<file path="config.mk">
export PLATFORM = sky130hd
export DESIGN_NAME = dual_port_memory_pipelined
export DESIGN_NICKNAME = d
export VERILOG_FILES = /design/src/rtl/dual_port_memory_pipelined.sv
export SDC_FILE = /design/constraint.sdc
export NUM_CORES = 1
export LEC_CHECK = 0
export BUFFER_PORTS_ARGS = -buffer_cell sky130_fd_sc_hd__buf_4
export CAP_MARGIN = 20
export CORE_MARGIN = 2
export CORE_UTILIZATION = 31
export CTS_CLUSTER_SIZE = 14
export DETAILED_ROUTE_END_ITERATION = 6
export MAX_ROUTING_LAYER = met4
export PLACE_DENSITY = 0.44
export REMOVE_ABC_BUFFERS = 1
export SLEW_MARGIN = 20
export SYNTH_ARGS = -nofsm -noshare
export SYNTH_HDL_FRONTEND = slang
export SYNTH_HIERARCHICAL = 1
export SYNTH_SLANG_ARGS = --single-unit
</file>
<file path="constraint.sdc">
create_clock -name i_clk -period 3.85 [get_ports i_clk]
set_clock_uncertainty 0.1 [all_clocks]
set_input_delay 0.5775 -clock i_clk [delete_from_list [all_inputs] [get_ports i_clk]]
set_output_delay 0.5775 -clock i_clk [all_outputs]
set_load 0.01 [all_outputs]
</file>
<file path="src/rtl/dual_port_memory_pipelined.sv">
// True dual-port RAM with per-port write-commit and read-return latency pipelines.
// Supports byte-lane writes, selectable read-during-write behaviour and a write-write collision flag.

// Valid/data shift pipeline. A stage's data loads only when its valid does,
// so the last stage holds the most recent value between transfers.
module dpm_pipe #(
  parameter int W      = 8,
  parameter int STAGES = 1
) (
  input  logic         clk,
  input  logic         rst,
  input  logic         in_valid,
  input  logic [W-1:0] in_data,
  output logic         out_valid,
  output logic [W-1:0] out_data
);
  generate
    if (STAGES == 0) begin : g_pass
      assign out_valid = in_valid;
      assign out_data  = in_data;
    end else begin : g_stages
      logic [STAGES-1:0] v;
      logic [W-1:0]      d [STAGES];

      // NOTE: sequential state uses non-blocking assignments so every stage samples pre-edge values.
      always_ff @(posedge clk or posedge rst) begin
        if (rst) begin
          v <= '0;
          for (int i = 0; i < STAGES; i++) d[i] <= '0;
        end else begin
          v[0] <= in_valid;
          if (in_valid) d[0] <= in_data;
          for (int i = 1; i < STAGES; i++) begin
            v[i] <= v[i-1];
            if (v[i-1]) d[i] <= d[i-1];
          end
        end
      end

      assign out_valid = v[STAGES-1];
      assign out_data  = d[STAGES-1];
    end
  endgenerate
endmodule

module dual_port_memory_pipelined #(
  parameter int WIDTH           = 8,
  parameter int ADDR_WIDTH      = 3,
  parameter int DEPTH           = 2 ** ADDR_WIDTH,
  parameter int BYTE_W          = 8,
  parameter int WRITE_LATENCY_A = 4,
  parameter int READ_LATENCY_A  = 5,
  parameter int WRITE_LATENCY_B = 4,
  parameter int READ_LATENCY_B  = 5,
  parameter int RDW_MODE        = 0,
  parameter int WW_PRIORITY     = 0,
  localparam int NB             = WIDTH / BYTE_W
) (
  input  logic                  i_clk,
  input  logic                  i_rst,
  input  logic                  i_en_a,
  input  logic [NB-1:0]         i_we_a,
  input  logic [ADDR_WIDTH-1:0] i_addr_a,
  input  logic [WIDTH-1:0]      i_din_a,
  output logic [WIDTH-1:0]      o_dout_a,
  output logic                  o_valid_a,
  input  logic                  i_en_b,
  input  logic [NB-1:0]         i_we_b,
  input  logic [ADDR_WIDTH-1:0] i_addr_b,
  input  logic [WIDTH-1:0]      i_din_b,
  output logic [WIDTH-1:0]      o_dout_b,
  output logic                  o_valid_b,
  output logic                  o_collision
);
  localparam int WP_W = ADDR_WIDTH + NB + WIDTH;

  logic [WIDTH-1:0] mem [DEPTH];

  function automatic logic in_range(input logic [ADDR_WIDTH-1:0] a);
    return 32'(a) < DEPTH;
  endfunction

  function automatic logic [WIDTH-1:0] apply_lanes(input logic [WIDTH-1:0] base,
                                                   input logic [NB-1:0]    we,
                                                   input logic [WIDTH-1:0] din);
    logic [WIDTH-1:0] w;
    w = base;
    for (int l = 0; l < NB; l++)
      if (we[l]) w[l*BYTE_W +: BYTE_W] = din[l*BYTE_W +: BYTE_W];
    return w;
  endfunction

  // The losing port is applied first so the winner's enabled lanes overwrite it.
  function automatic logic [WIDTH-1:0] merge_word(input logic [WIDTH-1:0] base,
                                                  input logic hit_a, input logic [NB-1:0] we_a,
                                                  input logic [WIDTH-1:0] din_a,
                                                  input logic hit_b, input logic [NB-1:0] we_b,
                                                  input logic [WIDTH-1:0] din_b);
    logic [WIDTH-1:0] w;
    w = base;
    if (WW_PRIORITY == 0) begin
      if (hit_b) w = apply_lanes(w, we_b, din_b);
      if (hit_a) w = apply_lanes(w, we_a, din_a);
    end else begin
      if (hit_a) w = apply_lanes(w, we_a, din_a);
      if (hit_b) w = apply_lanes(w, we_b, din_b);
    end
    return w;
  endfunction

  // Write pipelines: {addr, we, data} emerge on the commit edge.
  logic                  cv_a, cv_b;
  logic [WP_W-1:0]       cd_a, cd_b;
  logic [ADDR_WIDTH-1:0] c_addr_a, c_addr_b;
  logic [NB-1:0]         c_we_a, c_we_b;
  logic [WIDTH-1:0]      c_din_a, c_din_b;
  logic                  commit_a, commit_b;

  dpm_pipe #(.W(WP_W), .STAGES(WRITE_LATENCY_A - 1)) u_wp_a (
    .clk(i_clk), .rst(i_rst), .in_valid(i_en_a && (|i_we_a)),
    .in_data({i_addr_a, i_we_a, i_din_a}), .out_valid(cv_a), .out_data(cd_a)
  );

  dpm_pipe #(.W(WP_W), .STAGES(WRITE_LATENCY_B - 1)) u_wp_b (
    .clk(i_clk), .rst(i_rst), .in_valid(i_en_b && (|i_we_b)),
    .in_data({i_addr_b, i_we_b, i_din_b}), .out_valid(cv_b), .out_data(cd_b)
  );

  assign {c_addr_a, c_we_a, c_din_a} = cd_a;
  assign {c_addr_b, c_we_b, c_din_b} = cd_b;
  assign commit_a = cv_a && in_range(c_addr_a);
  assign commit_b = cv_b && in_range(c_addr_b);

  logic [WIDTH-1:0] new_ca, new_cb, samp_a, samp_b, raw_a, raw_b;

  // NOTE: every always_comb output gets a default first so no path can infer a latch.
  always_comb begin
    new_ca = '0;
    new_cb = '0;
    raw_a  = '0;
    raw_b  = '0;
    if (in_range(c_addr_a))
      new_ca = merge_word(mem[c_addr_a], commit_a, c_we_a, c_din_a,
                          commit_b && (c_addr_b == c_addr_a), c_we_b, c_din_b);
    if (in_range(c_addr_b))
      new_cb = merge_word(mem[c_addr_b], commit_a && (c_addr_a == c_addr_b), c_we_a, c_din_a,
                          commit_b, c_we_b, c_din_b);
    if (in_range(i_addr_a)) raw_a = mem[i_addr_a];
    if (in_range(i_addr_b)) raw_b = mem[i_addr_b];
    samp_a = raw_a;
    samp_b = raw_b;
    if (RDW_MODE == 1) begin
      samp_a = merge_word(raw_a, commit_a && (c_addr_a == i_addr_a), c_we_a, c_din_a,
                          commit_b && (c_addr_b == i_addr_a), c_we_b, c_din_b);
      samp_b = merge_word(raw_b, commit_a && (c_addr_a == i_addr_b), c_we_a, c_din_a,
                          commit_b && (c_addr_b == i_addr_b), c_we_b, c_din_b);
    end
  end

  // NOTE: the array has no reset; committed contents survive a reset pulse.
  always_ff @(posedge i_clk) begin
    if (commit_a) mem[c_addr_a] <= new_ca;
    if (commit_b) mem[c_addr_b] <= new_cb;
  end

  always_ff @(posedge i_clk or posedge i_rst) begin
    if (i_rst) o_collision <= 1'b0;
    else       o_collision <= commit_a && commit_b && (c_addr_a == c_addr_b);
  end

  // Read pipelines: first stage samples the array on the request edge.
  dpm_pipe #(.W(WIDTH), .STAGES(READ_LATENCY_A)) u_rp_a (
    .clk(i_clk), .rst(i_rst), .in_valid(i_en_a && !(|i_we_a)),
    .in_data(samp_a), .out_valid(o_valid_a), .out_data(o_dout_a)
  );

  dpm_pipe #(.W(WIDTH), .STAGES(READ_LATENCY_B)) u_rp_b (
    .clk(i_clk), .rst(i_rst), .in_valid(i_en_b && !(|i_we_b)),
    .in_data(samp_b), .out_valid(o_valid_b), .out_data(o_dout_b)
  );
endmodule

</file>
# --- Word-level counts from Yosys, hierarchy flattened ---
# Memories as Yosys holds them, arrays and structs flattened. A register that Yosys moved wholly into a read port is not among the register bits.
# Cells that the tools add are included.
word_totals:
  regBits: 153
  ramBits: 64
  input_bits: 28
  output_inout_bits: 19
  elab_cells: 44
  n_memories: 1
mem_list:
  columns: ["name", "depth", "width", "read_ports", "rd_ports_with_merged_regs", "wr", "line_no", "rtl"]
  rows:
  - ["mem", 8, 8, 4, 2, 2, "77", "logic [WIDTH-1:0] mem [DEPTH];"]
classes:
  eq_ne: 2
  n_mux: 12
  n_reduce_logical: 10
op_table:
  columns: ["cell", "n"]
  rows:
  - ["8-bit 2-to-1 mux", 8]
  - ["1-bit logical AND", 8]
  - ["3-bit equality test", 2]
  - ["1-bit 2-to-1 mux", 4]
  - ["1-bit zero test", 2]

# --- Logic depth before layout (Yosys ltp) ---
logic_depth:
  word_depth: 5
  mapped_depth: 9
  ltp_nobuf: 5

# --- Hierarchy ---
# The synthesis kept the hierarchy.
modules_own_cells:
  columns: ["mod", "instances", "cells_each", "area_each_um2", "seq_area_each_um2"]
  rows:
  - ["dual_port_memory_pipelined", 1, 427, 5413.9, 1946.9]
  - ["dpm_pipe at u_rp_a ...", 2, 99, 1846.8, 1126.1]
  - ["dpm_pipe at u_wp_a ...", 2, 91, 1621.6, 975.9]

# --- Worst setup path before layout ---
# No wires, ideal clock.
synth_path:
  path_type: "input-to-reg"
  from: "input port i_addr_a[0]"
  to: "register u_rp_a/g_stages.d[32] (netlist name) (read register of mem)"
  setup_ns: 0.125
  t_arrival_ns: 2.123
  required_ns: 3.625
  setup_slack_ns: 1.502
  cell_stages: 5
  path_buffers: 2
  path_cell_list: "buf_2 buf_2 mux4_2 mux2_2 mux2_4"
synth_lines:
  columns: ["item", "line_no", "rtl"]
  rows:
  - ["start: declaration", "63", "input logic [ADDR_WIDTH-1:0] i_addr_a,"]
  - ["end: declaration", "23", "logic [W-1:0] d [STAGES];"]

==> impl_metrics.py <==
metrics = {
    "outcome": {
        "outcome": "finished, final reports clean",
    },
    "logic_synthesis": {
        "ys_top_cells_by_area": "dfrtp_1 (34%), mux2_4 (17%), edfxtp_1 (16%)",
        "yosysTopAreaCell": "dfrtp_1",
        "yosysMostFrequentCell": "dfrtp_1",
        "ys_ff_latch": 233,
        "synthCells": 807,
        "synth.distinct_cells": 40,
        "syn_area_um2": 12350,
        "avgSynthCellArea_um2": 15.30,
        "yosys_warnings": 6,
        "yosysSeqAreaShare_pct": 49.80,
        "synth_flop_cell": "dfrtp_1",
        "synth_commonest_cells": "dfrtp_1 (169), mux2_4 (140), mux2i_1 (67), edfxtp_1 (64), mux4_2 (51)",
        "synthArstFlopShare_pct": 72.53,
        "synth_edf_count": 64,
        "synth_top_area_share_pct": 34.24,
    },
    "die": {
        "die_y_um": 203.6,
        "start_util_pct": 31.23,
        "fp.dieW_um": 203.6,
        "die_area_um2": 41450,
        "core_area_um2": 39550,
        "ioPinCount": 47,
        "num_rows": 73,
    },
    "timing": {
        "setup_tns_ns": 0,
        "hold_violations": 0,
        "timing.final.ws_setup_ns": 1.021,
        "setup_viol": 0,
        "fin_crit_sh_pct": 73.47,
        "rsz0062_at_grt": "no",
        "whs_ns": 0.1610,
        "clock.fmax_mhz": 353.5,
        "relSlewSlack_pct": 38.48,
        "min_period_ns": 2.829,
        "maxSlewViolCount": 0,
        "worst_slew_pin_slew_ns": 0.9215,
    },
    "route": {
        "via_count": 6641,
        "viasPerCell": 4.897,
        "wl_met3_um": 1454,
        "wl_met2_um": 13570,
        "detail-route-antenna-nets": 0,
        "dr.first_iter.drc_count": 461,
        "drt_pass1_iterations": 5,
        "wl_per_cell_um": 21.59,
        "wl_met1_um": 13400,
        "drc_errors": 0,
        "top_layer": "met4",
        "routed_wl_um": 29280,
    },
    "critical_path": {
        "cp_cell_sequence": "buf_4 > and2_1 > nand3_1 > o21ai_1 > buf_4",
        "cp_max_fo": 22,
        "critPathCaptureType": "register",
        "cpLargestDelayFamily": "simple AND/OR/NAND/NOR gates",
        "r2r_start": "u_wp_b/out_data[10]$_DFFE_PP0P_",
        "critPathKind": "register to register",
        "critPathBufInv": 2,
        "crit_path_start": "u_wp_b/out_data[10]$_DFFE_PP0P_",
        "crit_top_cell": "buf_4",
        "critPathSlowestCell": "nand3_1",
        "start_kind": "register",
        "arrival_ns": 2.98,
        "cp.required_ns": 4.00,
        "slowest_delay_ns": 0.55,
    },
    "final_layout": {
        "area_delta_synth_final_pct": 12.28,
        "fillers": 3769,
        "num_antenna_cells": 0,
        "regArea_um2": 6151,
        "multiInputGateArea_um2": 5532,
        "postLayoutCellArea_um2": 13870,
        "nets": 838,
        "drive_gt1_share_pct": 45.73,
    },
    "clock_tree": {
        "cts.clk_slew.worst_paths_ns": 0.06,
        "cts_num_sinks": 233,
        "cts_resized": 0,
        "cts_tree": "built",
        "cts_buffers": 28,
        "cts_setup_buffers": 0,
        "htreeDepth": 1,
        "cts-root-buf": "clkbuf_16",
        "hold_buffers": 1,
        "clk-insertion-delay-late_ns": 0.55,
        "cts.path.max_buffers": 3,
    },
    "global_routing": {
        "track_usage_pct": 14.90,
        "grt_max_degree": 46,
        "grt_pass1_wl_um": 45330,
        "grt-ovfl-total": 0,
        "grt_antenna_before_repair": 0,
        "first_global_vias": 6953,
    },
    "job": {
        "max_cap_violations": 0,
    },
    "power_and_ir_drop": {
        "total_power_mw": 9.566,
        "p_per_area_nw_per_um2": 689.8,
        "vdd_drop_max_mv": 0.2903,
        "p_leak_nw": 5.698,
    },
    "placement": {
        "dp_hpwl_um": 20490,
        "place_area_um2": 12860,
        "gp_routability_congestion": 0.8408,
        "pre_cts_ws_ns": 0.9147,
        "io_buffers": 46,
    },
    "worst_hold_path": {
        "hp-class": "input pin to register",
        "hp-start": "i_din_b[0]",
    },
}
==> metrics by stage <==
step | util [%] | instances
floorplan | - | 713
global placement | 32.47 | 1303
global route | 35.06 | 1356
CTS | 35.06 | 1356
detailed placement | 32.51 | 1304
finish | 35.06 | 1356
==> sequential cells by signal (all words and copies together), names as in the netlist, 3 cells and up <==
register	flops
u_wp_b/g_stages.v	3
u_rp_a/g_stages.v	5
u_wp_a/g_stages.d	24
u_rp_a/g_stages.d	32
u_wp_b/out_data	12
u_wp_a/out_data	12
u_rp_b/g_stages.d	32
u_rp_a/out_data	8
u_rp_b/g_stages.v	5
u_rp_b/out_data	8
u_wp_b/g_stages.d	24
mem	64
u_wp_a/g_stages.v	3
==> path summary, 6_finish.rpt <==
path	cells past startpoint	to	slack (ns)
max	5	mem[7][1]$_DFFE_PP_	1.02
min	2	u_wp_b/g_stages.d[24]$_DFFE_PP0P_	0.16
max reg2reg	5	mem[7][1]$_DFFE_PP_	1.02
min reg2reg	1	u_rp_a/g_stages.d[28]$_DFFE_PP0P_	0.40
max in group asynchronous	3	u_rp_b/g_stages.d[29]$_DFFE_PP0P_	2.31
min in group asynchronous	3	o_collision$_DFF_PP0_	0.39
==> cells in the final DEF (no fill, tap or decap), drive strengths merged, types with 3 or more instances in the layout <==
master,instances
a22oi,12
a2111oi,8
nor2,21
nand3,6
xnor2,3
nand2b,14
clkinv,7
o211ai,9
mux4,51
or2,3
mux2,184
inv,8
mux2i,67
clkbuf,39
a221oi,5
a21oi,22
and2,5
dfrtp,169
or3,5
nand2,25
buf,66
o21ai,16
edfxtp,64
nor2b,3
==> logic make-up (layout without fill, tap and decap cells) <==
kind of cell,after synthesis,after routing,synth area share [%]
muxes,302,302,35.76
DFF,233,233,49.80
buffers and inverters,100,124,5.673
and+or+nand+nor,88,88,3.505
AOI/OAI and AO/OA,81,81,4.863
xor gates and xnor gates,3,3,0.3951
==> power by group <==
group / switching, mW / internal (mW) / leakage, nW
combinational: 1.33 / 1.61 / 2.63
sequential: 0.519 / 3.33 / 2.57
clock: 1.07 / 1.69 / 0.496
==> layout make-up <==
cell class                 instances  area share, %
sequential                       233          44.36
multi-input combinational        474          39.89
clock buffer                      39          6.469
tap                              525          4.737
timing repair buffer              67          3.645
clock inverter                    12         0.7399
inverter                           6         0.1624
==> metal layers <==
metal	vias to the layer above	track usage, %
li1	3034	-
met1	3360	20.03
met2	188	23.03
met3	59	2.844
met4	0	4.145
met5	-	-
Note: power is estimated with default switching activity, not from simulation.
